`src/rtl/fwd_hazard_unit.sv`:
```
// fwd_hazard_unit
//   Operand-bypass and load-use hazard unit. A shift-register scoreboard follows
//   every in-flight register writer from EX (stage 0) through stage DEPTH, the
//   last stage before its register-file write becomes visible to ID reads.
//   Stages 1..DEPTH carry the writer's result. The scoreboard drives the
//   forwarding selects and data for the EX source operands. It also raises the
//   ID stall when a load's data would arrive too late for its consumer.
//
// Parameters
//   XLEN        data width
//   NSRC        source operands per instruction (1..4)
//   DEPTH       post-EX stages tracked (>= 2)
//   LOAD_STAGE  first stage holding load data (2..DEPTH)
//
// Ports
//   clk, rst_n        core clock, asynchronous active-low reset
//   hold              freeze: scoreboard does not shift
//   flush             discard the instruction leaving ID this cycle
//   id_valid/rd/we/is_load, id_rs, id_rs_used
//                     instruction in ID, its sources and per-operand read mask
//   ex_rs             sources of the instruction in EX (operand 0 in the LSBs)
//   ex_result         ALU result of the instruction in EX
//   load_data         load data for the entry at stage LOAD_STAGE-1
//   stall             hold PC/IF/ID and inject a bubble into EX
//   fw_sel, fw_data   per-operand bypass select and bypass value
//   fw_miss           youngest producer of an EX operand has no data yet
module fwd_hazard_unit #(
  parameter int XLEN       = 32,
  parameter int NSRC       = 2,
  parameter int DEPTH      = 3,
  parameter int LOAD_STAGE = 2
) (
  input  logic                 clk,
  input  logic                 rst_n,
  input  logic                 hold,
  input  logic                 flush,
  input  logic                 id_valid,
  input  logic [4:0]           id_rd,
  input  logic                 id_we,
  input  logic                 id_is_load,
  input  logic [5*NSRC-1:0]    id_rs,
  input  logic [NSRC-1:0]      id_rs_used,
  input  logic [5*NSRC-1:0]    ex_rs,
  input  logic [XLEN-1:0]      ex_result,
  input  logic [XLEN-1:0]      load_data,
  output logic                 stall,
  output logic [NSRC-1:0]      fw_sel,
  output logic [XLEN*NSRC-1:0] fw_data,
  output logic                 fw_miss
);

  logic [DEPTH:0]   r_valid;
  logic [DEPTH:0]   r_we;
  logic [4:0]       r_rd [0:DEPTH];
  // The load flag only matters before the load stage and for stall lookup,
  // which never looks at stage DEPTH, so it is not carried there.
  logic [DEPTH-1:0] r_load;
  logic [DEPTH:1]   r_ready;
  logic [XLEN-1:0]  r_data [1:DEPTH];

  logic             w_fw_found;
  logic             w_fw_ready;
  logic [XLEN-1:0]  w_fw_val;
  logic [4:0]       w_ex_rs;
  logic             w_st_found;
  logic             w_st_late;
  logic [4:0]       w_id_rs;

  function automatic logic f_hit(input logic v, input logic we,
                                 input logic [4:0] rd, input logic [4:0] rs);
    return v && we && (rd != 5'd0) && (rd == rs);
  endfunction

  // Forwarding: scan oldest to youngest so the youngest hit is left standing.
  always_comb begin
    fw_sel     = '0;
    fw_data    = '0;
    fw_miss    = 1'b0;
    w_fw_found = 1'b0;
    w_fw_ready = 1'b0;
    w_fw_val   = '0;
    w_ex_rs    = '0;
    for (int i = 0; i < NSRC; i++) begin
      w_ex_rs    = ex_rs[i*5 +: 5];
      w_fw_found = 1'b0;
      w_fw_ready = 1'b0;
      w_fw_val   = '0;
      for (int k = DEPTH; k >= 1; k--) begin
        if (f_hit(r_valid[k], r_we[k], r_rd[k], w_ex_rs)) begin
          w_fw_found = 1'b1;
          w_fw_ready = r_ready[k];
          w_fw_val   = r_data[k];
        end
      end
      if (w_fw_found && (w_ex_rs != 5'd0)) begin
        if (w_fw_ready) begin
          fw_sel[i]                 = 1'b1;
          fw_data[i*XLEN +: XLEN]   = w_fw_val;
        end else begin
          fw_miss = 1'b1;
        end
      end
    end
  end

  // Load-use stall: a load at stage k delivers its data when it reaches
  // LOAD_STAGE; the consumer would reach EX with the load at stage k+1.
  // A younger non-load writer of the same register hides the older load.
  always_comb begin
    stall      = 1'b0;
    w_st_found = 1'b0;
    w_st_late  = 1'b0;
    w_id_rs    = '0;
    for (int i = 0; i < NSRC; i++) begin
      w_id_rs    = id_rs[i*5 +: 5];
      w_st_found = 1'b0;
      w_st_late  = 1'b0;
      for (int k = DEPTH - 1; k >= 0; k--) begin
        if (f_hit(r_valid[k], r_we[k], r_rd[k], w_id_rs)) begin
          w_st_found = 1'b1;
          w_st_late  = r_load[k] && ((k + 1) < LOAD_STAGE);
        end
      end
      if (id_valid && id_rs_used[i] && (w_id_rs != 5'd0) && w_st_found && w_st_late)
        stall = 1'b1;
    end
  end

  always_ff @(posedge clk or negedge rst_n) begin
    if (!rst_n) begin
      r_valid <= '0;
      r_we    <= '0;
      r_load  <= '0;
      r_ready <= '0;
      for (int k = 0; k <= DEPTH; k++) r_rd[k] <= '0;
      for (int k = 1; k <= DEPTH; k++) r_data[k] <= '0;
    end else if (!hold) begin
      r_valid[0] <= id_valid && !stall && !flush;
      r_we[0]    <= id_we;
      r_rd[0]    <= id_rd;
      r_load[0]  <= id_is_load;
      for (int k = 1; k <= DEPTH; k++) begin
        r_valid[k] <= r_valid[k-1];
        r_we[k]    <= r_we[k-1];
        r_rd[k]    <= r_rd[k-1];
      end
      for (int k = 1; k < DEPTH; k++) r_load[k] <= r_load[k-1];
      r_data[1]  <= ex_result;
      r_ready[1] <= !r_load[0];
      for (int k = 2; k <= DEPTH; k++) begin
        if ((k == LOAD_STAGE) && r_load[k-1]) begin
          r_data[k]  <= load_data;
          r_ready[k] <= 1'b1;
        end else begin
          r_data[k]  <= r_data[k-1];
          r_ready[k] <= r_ready[k-1];
        end
      end
    end
  end

endmodule

```
`config.mk`:
```
export PLATFORM = sky130hd
export DESIGN_NAME = fwd_hazard_unit
export DESIGN_NICKNAME = d
export VERILOG_FILES = /design/src/rtl/fwd_hazard_unit.sv
export SDC_FILE = /design/constraint.sdc
export NUM_CORES = 1
export LEC_CHECK = 0
export ABC_CLOCK_PERIOD_IN_PS = 2400
export CAP_MARGIN = 10
export CORE_MARGIN = 3
export CORE_UTILIZATION = 45
export CTS_CLUSTER_SIZE = 25
export DETAILED_ROUTE_END_ITERATION = 12
export PLACE_DENSITY = 0.75
export SLEW_MARGIN = 5
export SYNTH_ARGS = -nofsm -noshare
export SYNTH_HDL_FRONTEND = slang
export SYNTH_SLANG_ARGS = --single-unit
```
`constraint.sdc`:
```
create_clock -name clk -period 2.4 [get_ports clk]
set_clock_uncertainty 0.05 [all_clocks]
set_input_delay 0.48 -clock clk [delete_from_list [all_inputs] [get_ports clk]]
set_output_delay 0.48 -clock clk [all_outputs]
set_load 0.02 [all_outputs]
```
# Word level (Yosys, flattened, before mapping)
# Cells that the tools add are included.
[totals]
register_bits = 129
output_inout_bits = 68
[op_classes]
mux = 42
reduce_logical = 43
n_eq_ne = 12
[op_table]
columns = ["cell", "count"]
rows = [
  ["two-way mux 32 bit", 11],
  ["equality test 5 bit", 12],
  ["nonzero test 5 bit", 8],
  ["logical AND 1 bit", 32],
  ["two-way mux 1 bit", 31],
  ["zero test 1 bit", 3],
]

# Longest topological paths before layout
[logic_depth]
ltp_word = 13
ltp_mapped = 8
depth_no_buf = 7

# Worst setup path before layout
# Ideal clock, no wire load.
[synth_path]
kind = "reg-to-output"
start = "register r_rd[6] (netlist bit)"
end = "output port fw_data[0]"
path_stages_with_launch = 7
slack_ns = -0.401
arrival_ns = 2.271
path_cell_list = "dfrtp_1 or4_1 o211ai_2 nor4_2 and3b_2 a2bb2oi_4 nor3b_1"
[synth_between]
elab_chain_len = 7
elab_cells_between_ends = 13
cone_classes = "eq/ne: 1; mux: 8; reduce/logical: 4"
[synth_lines]
columns = ["item", "line", "source"]
rows = [
  ["from (decl)", "54", "logic [4:0] r_rd [0:DEPTH];"],
  ["from (signal, indexed assignment)", "145", "r_rd[k] <= r_rd[k-1];"],
  ["nonzero test 5 bit", "71", "return v && we && (rd != 5'd0) && (rd == rs);"],
  ["logical AND 1 bit", "71", ""],
  ["logical AND 1 bit (*)", "71", ""],
  ["two-way mux 32 bit / two-way mux 1 bit (equally long branches) (2 in series)", "89", "if (f_hit(r_valid[k], r_we[k], r_rd[k], w_ex_rs)) begin"],
  ["two-way mux 32 bit / logical AND 1 bit (equally long branches)", "96, 95", ""],
  ["two-way mux 32 bit (*)", "95", "if (w_fw_found && (w_ex_rs != 5'd0)) begin"],
  ["to (decl)", "48", "output logic [XLEN*NSRC-1:0] fw_data,"],
]
# Mark *: on every way between the ends. The rest lies on a longest branch, timed or not.

# Final worst setup path
[layout_path]
start = "register r_rd[6] (netlist bit)"
end = "output port fw_data[29]"
# Same word-level chain as after synthesis.

==> impl_metrics.env <==
export IMPL_clkTransAtPathRegs_ps=50
export IMPL_slew_violations=0
export IMPL_drt_wl_total_mm=22.75
export IMPL_grt_util_all_layers_pct=24.86
export IMPL_reg2reg_slack_ps=660
export IMPL_synthToLayoutAreaGrowth_pct=49.66
export IMPL_crit_type="reg2out"
export IMPL_ir_drop_mv=0.5219
export IMPL_vias=6437
export IMPL_crit_path_max_fanout=7
export IMPL_critPathSlowestCell="or4_4"
export IMPL_die_area_mm2=0.01807
export IMPL_insertion_delay_ps=420
export IMPL_yosys_area_top_type="dfrtp_1"
export IMPL_setup_viol=68
export IMPL_ioPinCount=166
export IMPL_yosysMostFrequentCell="dfrtp_1"
export IMPL_crit_path_cell_trace="or4_4, o211ai_4, nor4_4, and3b_2, a2bb2oi_4, buf_12, buf_16, nor3b_4, buf_6"
export IMPL_outcome="finished, violations left"
export IMPL_hold_path_class="in2async"
export IMPL_postSynth_asyncResetShare_pct=100.0
export IMPL_grt_ovfl_total=0
export IMPL_cts_root_buf="clkbuf_16"
export IMPL_drtPass1Iterations=5
export IMPL_ys_types=45
export IMPL_cts_tree="built"
export IMPL_drive_above_1_share_pct=34.04
export IMPL_total_power_w=0.006723
export IMPL_dp_cells=1070
export IMPL_ys_warn_count=0
export IMPL_clockBufferDepth=2
export IMPL_netlist_area_leader_share_pct=43.49
export IMPL_placed_area_mm2=0.009946
export IMPL_routabilityCongestion=0.8494
export IMPL_synth_cells=666
export IMPL_dieHeight_um=134.4
export IMPL_core_mm2=0.01600
export IMPL_stdcell_count=1118
export IMPL_relSlewSlack_pct=52.90
export IMPL_synth_compound_area_share_pct=16.55
export IMPL_grt_pass1_vias=6675
export IMPL_avgRoutedWirePerCell_um=20.35
export IMPL_ys_top_cells_by_count="129 x dfrtp_1, 92 x mux2_1, 69 x nor2_1, 39 x nand2_1"
export IMPL_fin_ws_ps=-939.7
export IMPL_htree_levels=4
export IMPL_ys_ff_latch=129
export IMPL_ys_seq_area_share_pct=43.49
export IMPL_hold_buffers=0
export IMPL_synthXorXnorAreaFrac_pct=4.484
export IMPL_finalHoldViolCount=0
export IMPL_cts_sink_count=129
export IMPL_ant_nets=0
export IMPL_hpwl_mm=14.47
export IMPL_end_kind="output port"
export IMPL_io_buffers=165
export IMPL_fin_crit_ps=3340
export IMPL_rsz0062_at_grt="yes"
export IMPL_cp_data_arrival_time_ps=2810
export IMPL_slowest_delay_ps=560
export IMPL_avgSynthCellArea_um2=11.14
export IMPL_power_leakage_nw=4.417
export IMPL_synth_adder_area_share_pct=0
export IMPL_start_util_pct=46.39
export IMPL_syn_cell_area_mm2=0.007422
export IMPL_crit_buf_inv=3
export IMPL_placementRows=46
export IMPL_synthesis_nets=764
export IMPL_grt_pass1_wl_mm=35.60
export IMPL_diodes=0
export IMPL_final_util_pct=69.42
export IMPL_synth_ff_type="dfrtp_1"
export IMPL_violations="negative setup slack"
export IMPL_fmax_mhz=299.4
export IMPL_grt_max_degree=130
export IMPL_cp_required_ps=1870
export IMPL_period_share_pct=139.2
export IMPL_synth_top_family_by_area="multiplexers"
export IMPL_synth_edf_count=0
export IMPL_netlist_top_cells_area="dfrtp_1 43%, mux2_1 14%, a211oi_2 5.2%, nor3b_2 4.7%, mux2i_1 4.5%"
export IMPL_path_delay_family="simple AND/OR/NAND/NOR gates"
export IMPL_viasPerCell=5.758
export IMPL_max_cap_violations=0
export IMPL_start_kind="flop"
export IMPL_fp_dieW_um=134.4
export IMPL_cts_buffers=17
export IMPL_drc=0
export IMPL_synth_simple_gate_area_share_pct=12.91
export IMPL_layout_nets=988
export IMPL_synth_mux_area_share_pct=18.56
export IMPL_worst_slew_pin_slew_ps=706.4
export IMPL_power_density_mw_per_mm2=605.2
export IMPL_fin_area_mm2=0.01111
export IMPL_drt_iter0_markers=429
export IMPL_antenna_found_initial=0
-- stage by stage --
stage | setup slack (ps) | hold slack [ps] | setup TNS (ps)
finish | -939.7 | 113.1 | -58270
CTS | -993.9 | 164.8 | -60420
global placement | -1281 | 447.1 | -80590
detailed placement | -1328 | 458.5 | -83920
global route | -1015 | 170.1 | -63800
floorplan | -299.5 | 134.4 | -18610
-- per-layer routing --
| layer | track usage [%] | wire length [um] | part of all wire [%] |
|---|---|---|---|
| met5 | 0 | 0 | 0 |
| met4 | 7.692 | 437 | 1.9 |
| met3 | 7.277 | 1601 | 7.0 |
| met2 | 41.79 | 11540 | 51 |
| met1 | 31.03 | 9169 | 40 |
-- state kept, by name, summed over array words and instances, names as in the netlist --
| name | cells |
|---|---|
| r_data | 96 |
| r_rd | 20 |
| r_valid | 4 |
| r_we | 4 |
| r_ready | 3 |
| r_load | 2 |
-- logic make-up after synthesis --
family | count (synthesis)
muxes | 126
xor gates and xnor gates | 38
AOI/OAI and AO/OA | 145
buffers and inverters | 62
DFF | 129
and+or+nand+nor | 166
-- power by group --
part	total, W	switching, W	internal, W
Sequential	0.00292	0.000404	0.00251
Combinational	0.00123	0.000551	0.000682
Clock	0.00257	0.000913	0.00166
-- worst register-to-register path, stage by stage (launching register included) --
cell and delay [ps]:
dfrtp_1 410, buf_6 140, or4_4 490, o2111ai_4 210, nor2_2 70, o41ai_1 250
-- timing repair --
item	4_1_cts	5_1_grt
resized for setup	390	53
pin swaps	17	27
endpoints found under the setup margin	68	68
cloned	3	1
buffers inserted	8	7
-- worst paths after layout --
kind	cells past startpoint	start	endpoint
setup / recovery	9	r_rd[6]	fw_data[29]
hold / removal	2	rst_n	r_data[73]
setup reg to reg	5	r_rd[18]	r_valid[0]
hold reg to reg	2	r_data[54]	r_data[54]
max in group asynchronous	2	rst_n	r_load[1]
min in group clk	3	hold	r_data[39]
-- area by class of cell --
class | instances | area, um^2
multi-input combinational | 475 | 4425
clock inverter | 4 | 72.57
inverter | 6 | 22.52
clock buffer | 27 | 513.0
sequential | 129 | 3231
tap | 216 | 270.3
fill | 1140 | 4892
timing repair buffer | 261 | 2574
-- layout by cell type, fill, tap and decap left out, types with 27 or more instances in the layout --
cell type and count:
a22oi_1 30, a211oi_2 27, buf_6 30, clkdlybuf4s50_1 92, buf_4 117, nor2_1 68, mux2_1 92, mux2i_1 33
dfrtp_1 127, nand2_1 39
Note: power is estimated with default switching activity, not from simulation.
